`config.mk`:
```
export PLATFORM = sky130hd
export DESIGN_NAME = cmd_resp_uart
export DESIGN_NICKNAME = d
export VERILOG_FILES = /design/src/rtl/cmd_resp_uart.sv
export SDC_FILE = /design/constraint.sdc
export NUM_CORES = 1
export LEC_CHECK = 0
export CORE_MARGIN = 1.5
export CORE_UTILIZATION = 62
export CTS_CLUSTER_DIAMETER = 50
export DETAILED_ROUTE_END_ITERATION = 16
export PLACE_DENSITY = 0.86
export SLEW_MARGIN = 30
export SYNTH_ARGS = -nofsm -noshare
export SYNTH_HDL_FRONTEND = slang
export SYNTH_SLANG_ARGS = --single-unit
```
`constraint.sdc`:
```
create_clock -name clk -period 3.05 [get_ports clk]
set_input_delay 0.4575 -clock clk [delete_from_list [all_inputs] [get_ports clk]]
set_output_delay 0.4575 -clock clk [all_outputs]
set_load 0.005 [all_outputs]
```
`src/rtl/cmd_resp_uart.sv`:
```
// Two-byte command receiver plus one-byte response transmitter sharing one UART pair.
// cmd_rdy rises one clock after the second stop sample; TX falls one clock after an accepted trmt.
module cmd_resp_uart #(
    parameter int BAUD_CNT = 2604
) (
    input  logic        clk,
    input  logic        rst_n,
    input  logic        RX,
    output logic        TX,
    output logic [15:0] cmd,
    output logic        cmd_rdy,
    input  logic        clr_cmd_rdy,
    input  logic        trmt,
    input  logic [7:0]  resp,
    output logic        tx_done
);

    localparam int BW = (BAUD_CNT > 1) ? $clog2(BAUD_CNT) : 1;
    localparam logic [BW-1:0] BAUD_LAST = BW'(BAUD_CNT - 1);
    localparam logic [BW-1:0] HALF_LAST = BW'(BAUD_CNT / 2 - 1);
    localparam logic [BW-1:0] BAUD_ONE  = BW'(1);

    localparam logic [0:0] RX_IDLE = 1'b0;
    localparam logic [0:0] RX_RECV = 1'b1;
    localparam logic [0:0] AS_HIGH = 1'b0;
    localparam logic [0:0] AS_LOW  = 1'b1;
    localparam logic [0:0] TX_IDLE = 1'b0;
    localparam logic [0:0] TX_XMIT = 1'b1;

    logic          rx_ff1, rx_ff2, rx_prev;
    logic [0:0]    rx_state;
    logic [BW-1:0] rx_baud;
    logic [3:0]    rx_bits;
    logic [7:0]    rx_shift;
    logic [7:0]    rx_byte;
    logic          rx_vld;

    logic [0:0]    as_state;

    logic [0:0]    tx_state;
    logic [BW-1:0] tx_baud;
    logic [3:0]    tx_bits;
    logic [9:0]    tx_shift;

    // RX is asynchronous; rx_prev only feeds the falling-edge detector.
    always_ff @(posedge clk or negedge rst_n) begin
        if (!rst_n) begin
            rx_ff1  <= 1'b1;
            rx_ff2  <= 1'b1;
            rx_prev <= 1'b1;
        end else begin
            rx_ff1  <= RX;
            rx_ff2  <= rx_ff1;
            rx_prev <= rx_ff2;
        end
    end

    always_ff @(posedge clk or negedge rst_n) begin
        if (!rst_n) begin
            rx_state <= RX_IDLE;
            rx_baud  <= '0;
            rx_bits  <= 4'd0;
            rx_shift <= 8'h00;
            rx_byte  <= 8'h00;
            rx_vld   <= 1'b0;
        end else begin
            rx_vld <= 1'b0;
            case (rx_state)
                RX_IDLE: begin
                    if (rx_prev && !rx_ff2) begin
                        rx_state <= RX_RECV;
                        rx_baud  <= HALF_LAST;
                        rx_bits  <= 4'd0;
                    end
                end
                default: begin
                    if (rx_baud == '0) begin
                        rx_baud <= BAUD_LAST;
                        if (rx_bits == 4'd9) begin
                            // Stop sample: byte accepted whatever the stop level.
                            rx_state <= RX_IDLE;
                            rx_baud  <= '0;
                            rx_bits  <= 4'd0;
                            rx_byte  <= rx_shift;
                            rx_vld   <= 1'b1;
                        end else begin
                            if (rx_bits != 4'd0)
                                rx_shift <= {rx_ff2, rx_shift[7:1]};
                            rx_bits <= rx_bits + 4'd1;
                        end
                    end else begin
                        rx_baud <= rx_baud - BAUD_ONE;
                    end
                end
            endcase
        end
    end

    // Completion of the low byte wins over a coincident clear.
    always_ff @(posedge clk or negedge rst_n) begin
        if (!rst_n) begin
            as_state <= AS_HIGH;
            cmd      <= 16'h0000;
            cmd_rdy  <= 1'b0;
        end else begin
            if (rx_vld) begin
                if (as_state == AS_HIGH) begin
                    cmd[15:8] <= rx_byte;
                    as_state  <= AS_LOW;
                end else begin
                    cmd[7:0]  <= rx_byte;
                    as_state  <= AS_HIGH;
                end
            end
            if (rx_vld && as_state == AS_LOW)
                cmd_rdy <= 1'b1;
            else if (clr_cmd_rdy || rx_vld)
                cmd_rdy <= 1'b0;
        end
    end

    // Shifting in ones leaves the register all-ones after the stop bit, so TX idles high.
    assign TX = tx_shift[0];

    always_ff @(posedge clk or negedge rst_n) begin
        if (!rst_n) begin
            tx_state <= TX_IDLE;
            tx_baud  <= '0;
            tx_bits  <= 4'd0;
            tx_shift <= 10'h3FF;
            tx_done  <= 1'b0;
        end else begin
            case (tx_state)
                TX_IDLE: begin
                    if (trmt) begin
                        tx_shift <= {1'b1, resp, 1'b0};
                        tx_done  <= 1'b0;
                        tx_state <= TX_XMIT;
                        tx_baud  <= '0;
                        tx_bits  <= 4'd0;
                    end
                end
                default: begin
                    if (tx_baud == BAUD_LAST) begin
                        tx_baud  <= '0;
                        tx_shift <= {1'b1, tx_shift[9:1]};
                        if (tx_bits == 4'd9) begin
                            tx_state <= TX_IDLE;
                            tx_bits  <= 4'd0;
                            tx_done  <= 1'b1;
                        end else begin
                            tx_bits <= tx_bits + 4'd1;
                        end
                    end else begin
                        tx_baud <= tx_baud + BAUD_ONE;
                    end
                end
            endcase
        end
    end

endmodule
```
==> out/results.ini <==
[cts]
post_cts_buffers=0
cts-htree-levels=3
clkTransAtPathRegs_ps=80
cts.sinks=82
ctsRootBufferMaster=clkbuf_8
cts_buffers=9
postCtsHoldBufs=0
cts.path.max_buffers=2
cts-resized-gates=0
tritoncts=built
clk_latency_ps=360

[placed_design]
dp_cells=435
dpl.hpwl_um=5240
port_buffers=31
dp_slack_ps=837
globalplace.congestion=0.853

[sta]
setup_viol_count_final=0
clock.fmax_mhz=443
final-hold-violation-count=0
fin_skew_ps=10.5
setup_slack_ps=791
period_needed_ps=2260
period_share_pct=74.1
hold_slack_ps=122
tightest_slew_ps=719
tns_ps=0
drv_slew=0
rsz0062_at_grt=no
relSlewSlack_pct=52.1

[logic_synthesis]
syn-num-nets=360
yosysSeqAreaShare_pct=52.9
ys_types=58
syn_inst=339
synth.avg_cell_area_um2=11.5
ys_ff_latch=82
async_flop_share_pct=100
synth_edf_count=0
synth_area_mm2=0.00391
synth-main-ff-cell=dfrtp_1
yosys_warnings=0

[global_routing]
grtUsageTotal_pct=26.4
grt_pass1_wl_um=13400
overflow=0
grt_pass1_vias=2788
antenna_found_initial=0
grt_max_degree=83

[worst_setup_path]
cp.arrival_ps=2500
critPathBufInv=2
r2r-start=rx_baud[0]
crit_path_start=rx_baud[0]
r2r_setup_slack_ps=790
critPathMaxStageDelay_ps=400
crit_cells=7
crit_fanout=11
r2r_end=rx_shift[0]
reg2reg_depth=7
crit_family=simple AND/OR/NAND/NOR gates
crit_type=reg -> reg
setup.worst_path.end=rx_shift[0]
cpMaxStageDelayCell=dfrtp_1
critPathCaptureType=flop
required_ps=3290
start_kind=flop
crit_chain=inv_1, ha_1, nor4b_2, nand3_1, buf_4, nor2_2, mux2_1

[floorplan]
pin_count=32
start_util_pct=65.3
fp.dieH_um=82.4
core-area_mm2=0.00599
row_count=28
dieWidth_um=82.4
die_area_mm2=0.00679

[layout]
instances_no_fill=451
area_growth_pct=16.4
antenna_cells=0
layout.nets=392
final_cell_mix=dfrtp_1, nand2_1, clkdlybuf4s50_1
layout_commonest_cell=dfrtp_1
post-route-util_pct=76.0
drive_gt1_share_pct=17.6

[pwr]
ir_worst_vdd_uv=464
leakagePower_nw=2.15
p_per_area_mw_per_mm2=603

[route]
first_pass_iters=5
drtIter0Drc=207
antenna_left=0
vias=2867
routedWlPerCell_um=18.0
routed_wl_um=8140
vias_per_cell=6.36
drc=0

[worst_hold_path]
holdCritPathClass=in -> async

[status]
status=finished clean

[flow_run]
maxCapViolations=0

## metal layers
metal | track usage (%) | wire, um | up-vias
met3 | 6.48 | 309 | 14
met2 | 43.8 | 4140 | 90
li1 | - | - | 1336
met1 | 33.5 | 3580 | 1427
met4 | 9.66 | 110 | 0
met5 | 0 | 0 | -
## registers in the layout (all words and copies together) (netlist names)
register and flops:
rx_byte 8, rx_vld 1, rx_bits 4, rx_shift 8
tx_baud 12, cmd_rdy 1, tx_state 1, cmd 16
tx_shift 9, rx_ff2 1, tx_bits 4, rx_prev 1
rx_state 1, tx_done 1, rx_baud 12, rx_ff1 1
as_state 1
## per-stage QoR
stage          instance area [um^2]  power, W
2_1_floorplan                  3910   0.00159
3_3_place_gp                   4270   0.00168
3_5_place_dp                   4270   0.00171
4_1_cts                        4550   0.00276
5_1_grt                        4550   0.00286
6_report                       4550   0.00275
## synth_stat cells, types with 6 or more instances
cell type	instances	area, um^2
nor2_1	13	48.8
mux2_4	8	120
clkbuf_1	10	37.5
a21o_1	6	45.0
nand3_1	8	40.0
dfrtp_1	70	1750
ha_1	8	100
dfstp_2	12	315
a21oi_1	8	40.0
a31oi_1	15	93.8
nand2_1	32	120
o21ai_1	9	45.0
o21ai_0	12	60.1
mux2_1	8	90.1
o31ai_1	7	52.6
mux2_2	16	180
mux2i_1	11	110
inv_1	9	33.8
## worst min path at each step
| stage | endpoint | slack, ps | cells past startpoint |
|---|---|---|---|
| 2_1_floorplan | as_state | 160 | 0 |
| 3_3_place_gp | rx_ff2 | 350 | 0 |
| 3_5_place_dp | rx_ff2 | 350 | 0 |
| 4_1_cts | tx_baud[10] | 290 | 1 |
| 5_1_grt | tx_baud[10] | 190 | 1 |
| 6_report | tx_baud[8] | 120 | 1 |
## layout make-up
type	count	area, um^2
inverters	10	37.5
repair buffers	34	334
well taps	75	93.8
clock buffers	9	124
flip-flops and latches	82	2070
fillers	368	1440
multi-input cells	234	1750
clock inverters	7	149
## power by group
part | internal, W | total, W | switching (W)
sequential | 0.00117 | 0.00131 | 0.000131
clock | 0.000636 | 0.00105 | 0.000414
combinational | 0.000177 | 0.000390 | 0.000213
total | 0.00199 | 0.00275 | 0.000758
## cells by family after synthesis
group / Yosys count / synth area share, %
xor gates and xnor gates: 2 / 0.448
AOI/OAI and AO/OA: 85 / 15.1
and+or+nand+nor: 96 / 13.7
adders and majority gates: 8 / 2.56
muxes: 43 / 12.8
buffers and inverters: 23 / 2.50
DFF: 82 / 52.9
Power figures use the tool's default switching activity.
